$ cat src/rtl/ebpf_run_controller.sv
// ebpf_run_controller
// Sequences one eBPF program run on the CPU core. It holds the core in reset
// while idle and loads the entry PC. It gates PC advance on instruction and
// data memory readiness, stops on exit, exception or host abort, and reports
// status, the exception code and run counters to the host side.
//
// Optional feature: define EBPF_RUN_WATCHDOG_EN to end a run that is still in
// RUN after WDOG_CYCLES cycles, reporting status 3 (timeout).
//
// state | meaning
// IDLE  | core held in reset, waiting for a start pulse
// LOAD  | core still in reset, PCContinue loads cpu_first_addr into the PC
// RUN   | program executing, PC advance gated on memory readiness
// DONE  | one-cycle completion pulse, core back in reset

module ebpf_run_controller #(
    parameter int unsigned CNT_W       = 32,
    parameter logic [7:0]  EXIT_OPCODE = 8'h95,
    parameter int unsigned WDOG_CYCLES = 1000000
) (
    input  logic             clk,
    input  logic             reset,
    input  logic             start,
    input  logic [63:0]      entry_pc,
    input  logic             abort,
    input  logic             instr_valid,
    input  logic             data_ready,
    input  logic [63:0]      cpu_instruction,
    input  logic             cpu_mem_read,
    input  logic             cpu_mem_write,
    input  logic [4:0]       cpu_exception,
    output logic             cpu_reset,
    output logic [63:0]      cpu_first_addr,
    output logic             pc_continue,
    output logic             busy,
    output logic             done,
    output logic [1:0]       status,
    output logic [4:0]       exc_code,
    output logic [CNT_W-1:0] retired_count,
    output logic [CNT_W-1:0] cycle_count
);

    typedef enum logic [1:0] {
        S_IDLE = 2'd0,
        S_LOAD = 2'd1,
        S_RUN  = 2'd2,
        S_DONE = 2'd3
    } state_t;

    localparam logic [1:0] ST_EXIT      = 2'd0;
    localparam logic [1:0] ST_EXCEPTION = 2'd1;
    localparam logic [1:0] ST_ABORT     = 2'd2;
    localparam logic [1:0] ST_TIMEOUT   = 2'd3;

    localparam logic [CNT_W-1:0] CNT_ONE = CNT_W'(1);

`ifdef EBPF_RUN_WATCHDOG_EN
    localparam bit WDOG_EN = 1'b1;
`else
    localparam bit WDOG_EN = 1'b0;
`endif
    // Last RUN cycle index allowed before the watchdog fires.
    localparam logic [63:0] WDOG_LAST = 64'(WDOG_CYCLES) - 64'd1;

    state_t           state_q, state_d;
    logic [63:0]      first_addr_q, first_addr_d;
    logic [1:0]       status_q, status_d;
    logic [4:0]       exc_code_q, exc_code_d;
    logic [CNT_W-1:0] retired_q, retired_d;
    logic [CNT_W-1:0] cycle_q, cycle_d;

    logic mem_access;
    logic exc_hit;
    logic exit_hit;
    logic wdog_hit;
    logic term;
    logic run_go;

    // Only the opcode byte matters for exit detection.
    logic unused_instr_hi;
    assign unused_instr_hi = ^cpu_instruction[63:8];

    // Termination and advance conditions for the current RUN cycle.
    // With the watchdog disabled the compare is gated by a constant and folds away.
    always_comb begin
        mem_access = cpu_mem_read | cpu_mem_write;
        exc_hit    = (cpu_exception != 5'd0);
        exit_hit   = instr_valid && (cpu_instruction[7:0] == EXIT_OPCODE);
        wdog_hit   = WDOG_EN && (64'(cycle_q) == WDOG_LAST);
        term       = exc_hit | abort | exit_hit | wdog_hit;
        run_go     = instr_valid & (~mem_access | data_ready) & ~term;
    end

    // State register and run bookkeeping registers.
    always_ff @(posedge clk) begin
        if (reset) begin
            state_q      <= S_IDLE;
            first_addr_q <= '0;
            status_q     <= '0;
            exc_code_q   <= '0;
            retired_q    <= '0;
            cycle_q      <= '0;
        end else begin
            state_q      <= state_d;
            first_addr_q <= first_addr_d;
            status_q     <= status_d;
            exc_code_q   <= exc_code_d;
            retired_q    <= retired_d;
            cycle_q      <= cycle_d;
        end
    end

    // Next-state, register updates and core-facing controls.
    always_comb begin
        state_d      = state_q;
        first_addr_d = first_addr_q;
        status_d     = status_q;
        exc_code_d   = exc_code_q;
        retired_d    = retired_q;
        cycle_d      = cycle_q;
        cpu_reset    = 1'b1;
        pc_continue  = 1'b0;
        busy         = 1'b0;
        done         = 1'b0;

        case (state_q)
            S_IDLE: begin
                if (start) begin
                    state_d      = S_LOAD;
                    first_addr_d = entry_pc;
                    status_d     = ST_EXIT;
                    exc_code_d   = 5'd0;
                    retired_d    = '0;
                    cycle_d      = '0;
                end
            end
            S_LOAD: begin
                pc_continue = 1'b1;
                busy        = 1'b1;
                state_d     = S_RUN;
            end
            S_RUN: begin
                cpu_reset   = 1'b0;
                busy        = 1'b1;
                pc_continue = run_go;
                if (cycle_q != '1) begin
                    cycle_d = cycle_q + CNT_ONE;
                end
                if (run_go && (retired_q != '1)) begin
                    retired_d = retired_q + CNT_ONE;
                end
                if (term) begin
                    state_d = S_DONE;
                    if (exc_hit) begin
                        status_d   = ST_EXCEPTION;
                        exc_code_d = cpu_exception;
                    end else if (abort) begin
                        status_d = ST_ABORT;
                    end else if (exit_hit) begin
                        status_d = ST_EXIT;
                    end else begin
                        status_d = ST_TIMEOUT;
                    end
                end
            end
            S_DONE: begin
                done    = 1'b1;
                state_d = S_IDLE;
            end
            default: begin
                state_d = S_IDLE;
            end
        endcase
    end

    assign cpu_first_addr = first_addr_q;
    assign status         = status_q;
    assign exc_code       = exc_code_q;
    assign retired_count  = retired_q;
    assign cycle_count    = cycle_q;

endmodule

$ cat config.mk
export PLATFORM = sky130hd
export DESIGN_NAME = ebpf_run_controller
export DESIGN_NICKNAME = d
export VERILOG_FILES = /design/src/rtl/ebpf_run_controller.sv
export SDC_FILE = /design/constraint.sdc
export NUM_CORES = 1
export LEC_CHECK = 0
export ABC_AREA = 1
export CAP_MARGIN = 20
export CORE_MARGIN = 1
export CORE_UTILIZATION = 47
export CTS_CLUSTER_DIAMETER = 100
export DETAILED_ROUTE_END_ITERATION = 7
export PLACE_DENSITY_LB_ADDON = 0.2
export SLEW_MARGIN = 20
export SYNTH_ARGS = -nofsm -noshare
export SYNTH_HDL_FRONTEND = slang
export SYNTH_SLANG_ARGS = --single-unit
$ cat constraint.sdc
create_clock -name clk -period 3.9 [get_ports clk]
set_input_delay 0.975 -clock clk [delete_from_list [all_inputs] [get_ports clk]]
set_output_delay 0.975 -clock clk [all_outputs]
set_load 0.02 [all_outputs]
==> run_results.csv <==
group,metric,value,unit
synth,synth_seq_cells,137,
power,p_leak,3.560,nW
min_path,min_to,"status[1]",
synth,synth_compound_area_frac,0.1094,
clocking,cts_sinks,137,
timing,final_hold_viol_count,0,
synth,synthFlopType,"dfxtp_1",
synth,synthesis.area,6930,µm²
global_route,grt_util_met1,0.3241,
critical_path,path_delay_family,"buffers and inverters",
clocking,cts_root_buf,"clkbuf_16",
critical_path,worst-r2r-cell-count,9,
synth,yosys_warnings,0,
layout,drive_above_1_share,0.05521,
synth,synth.top_cell.area_share,0.3957,
timing,relSlewSlack,0.5861,
clocking,htree_levels,4,
clocking,cts_made_buffers,17,
job,drv_cap,0,
layout,area_growth,41.99,%
synth,synth_edf_count,0,
critical_path,regToRegSetupSlack,1.56,ns
drt,drt-initial-drc-count,487,
global_route,antenna_found_initial,0,
synth,yosysMostFrequentCell,"nor2_1",
timing,skew,0.008753,ns
timing,fin_crit,3.448,ns
drt,post-route-drc-count,0,
synth,synth_top_cell_by_area,"dfxtp_1",
layout,finish.net_count,1422,
floorplan,die_w,123.4,µm
synth,syn-num-nets,1215,
synth,synthAdderAreaFrac,0.01264,
floorplan,pin_count,280,
synth,synth.mux.area_fraction,0,
critical_path,path_common_cell,"nor2_1",
synth,ys_seq_area_frac,0.3957,
outcome,status,"finished clean",
global_route,grt_pass1_vias,6525,
synth,synth-xor-area-share,0.01517,
drt,vias,7459,
clocking,cts_buffer_depth,2,
clocking,cts_tree,"built",
drt,first_pass_iters,5,
clocking,worstSkewPairLatency,0.42,ns
layout,nFillCells,1255,
global_route,gr-total-overflow,0,
critical_path,endpoint_kind,"output port",
min_path,hold_path.class,"reg2reg",
clocking,clkTransAtPathRegs,0.06,ns
placement,place_area,9258,µm²
critical_path,crit_path_top_delay_cell,"clkdlybuf4s50_1",
timing,max_freq,290.0,MHz
critical_path,cp_num_buf_inv,2,
floorplan,core_area,14480,µm²
clocking,ctsHoldBuffers,0,
min_path,worstHoldPathCells,2,
floorplan,fp.dieH,123.4,µm
layout,final_area,9841,µm²
synth,synth_common_cells,"nor2_1 (287), nand2_1 (215), dfxtp_1 (137)",
critical_path,cp_cell_sequence,"clkdlybuf4s50_1 > nor2_1 > nand3_1 > nor2_1 > nand2_1 > nor3_1 > o21a_1 > dlymetal6s2s_1",
floorplan,row_count,44,
timing,setup_tns,0,ns
critical_path,arrival,2.47,ns
clocking,post-cts-setup-buffers,0,
synth,synthTopCellsByArea,"dfxtp_1 (40%), nor2_1 (16%), nand2_1 (12%), o21ai_0 (6.3%), nand3_1 (5.3%)",
critical_path,r2r-start,"state_q[0]",
drt,antenna_left,0,
timing,setup_violations,0,
synth,async_reset_ff_frac,0,
global_route,grt_first_pass_wirelength,32370,µm
critical_path,cp-start-kind,"primary input",
critical_path,critical_path_required,2.92,ns
floorplan,initial_core_util,0.4787,
timing,rsz0062_at_grt,"false",
power,p_per_area,603.9,nW/µm²
global_route,grt_util_all_layers,0.2762,
layout,diodes,0,
global_route,met3_usage,0.1135,
placement,hpwl,14790,µm
timing,tightest_slew,0.6194,ns
synth,synth_cell_types,36,
placement,place.gp.congestion,0.9031,
placement,port_buffers,223,
synth,syn-instance-count,1067,
global_route,top_usage_layer,"met2",
drt,avgViaCountPerCell,5.074,
synth,synth.avg_cell_area,6.495,µm²
floorplan,die_area,15240,µm²
timing,fin_crit_sh,0.8840,
critical_path,rr_endpoint,"cycle_count[22]",
critical_path,slowest_delay,0.44,ns
critical_path,crit_fanout,2,
synth,synth_top_family_by_area,"simple AND/OR/NAND/NOR gates",
min_path,min_from,"status[1]",
synth,synthSimpleGateAreaFrac,0.3900,
drt,drt_wl_total,20750,µm
critical_path,criticalPathCategory,"in2out",
global_route,use_met2,0.4480,
drt,wl_per_cell,14.12,µm
timing,slew_violations,0,
power,peakVddDrop,0.4116,mV
global_route,grt_max_degree,65,
[routing by layer]
metal | vias up | wire length [µm] | share of wire
met3 | 33 | 2024 | 0.098
met2 | 274 | 9819 | 0.47
li1 | 3812 | - | -
met5 | - | 0 | 0
met4 | 0 | 437 | 0.021
met1 | 3340 | 8468 | 0.41
[how the worst max path moves through the flow]
stage	slack [ns]	cells past startpoint	to	startpoint
after floorplan	1.21	6	pc_continue	cpu_exception[2]
after global placement	0.07	8	pc_continue	cpu_exception[0]
after detailed placement	0.04	8	pc_continue	cpu_exception[0]
after CTS	0.03	8	pc_continue	cpu_exception[0]
after global routing	0.27	8	pc_continue	cpu_exception[1]
final	0.45	8	pc_continue	cpu_exception[0]
[metrics by stage]
step	hold WS, ns	setup WS, ns	power, mW	std cells	utilization
detailed placement	0.4533	0.04218	4.370	1439	0.6394
CTS	0.4611	0.03299	5.983	1470	0.6795
global placement	0.4490	0.06529	4.337	1439	0.6394
floorplan	0.5130	1.212	3.503	1067	-
finish	0.4627	0.4522	5.943	1470	0.6797
global route	0.4949	0.2703	6.316	1470	0.6797
[timing repair]
action	4_1_cts	5_1_grt
hold endpoints to repair	0	0
resized for setup	0	1
endpoints found under the setup margin	0	1
[report_power, final]
part	switching, mW	internal (mW)
logic	1.58	0.929
clock network	0.636	0.958
registers	0.173	1.66
total	2.39	3.55
[cells by family after synthesis]
kind of cell    count (synthesis)
buf+inv                       127
xor+xnor                       12
simple gates                  639
flops                         137
fa+ha+maj                       7
compound gates                145
[worst reg2reg max path, stage by stage, from the launching register on]
cell	delay, ns
dfxtp_1	0.33
inv_1	0.13
ha_1	0.19
buf_4	0.31
nor2_1	0.13
nor2_4	0.15
nand2_4	0.22
o21ai_2	0.45
buf_4	0.26
a21oi_1	0.06
[cells in the final DEF, fill, tap and decap left out, types with 2 or more instances in the layout]
cell and count:
inv_2 6, inv_1 74, nor2_1 287, xor2_1 11
inv_6 4, nand2_4 2, clkinv_2 3, ha_1 7
nor2_4 5, clkinvlp_4 3, nand4_1 21, clkdlybuf4s50_1 222
bufinv_16 2, o21ai_0 87, nor3_1 9, nand3b_1 4
nand3_2 2, nand2_1 215, clkbuf_16 17, a21oi_1 45
nor2_2 7, nor3b_1 3, o21bai_1 8, buf_4 10
dfxtp_1 137, nand2_2 5, nand3_1 74
[state kept, by name (all words and copies together) (netlist names)]
name	count
exc_code	5
state_q	2
cpu_first_addr	64
status	2
retired_count	32
cycle_count	32
[area by class of cell]
cell class,count,area [µm²],share of cell area
clock inverters,13,141.4,0.01437
repair buffers,234,2330,0.2367
flip-flops and latches,137,2743,0.2787
inverters,81,304.0,0.03090
multi-input cells,803,3654,0.3713
clock buffers,18,439.2,0.04463
well taps,184,230.2,0.02339
Note: power is estimated with default switching activity, not from simulation.
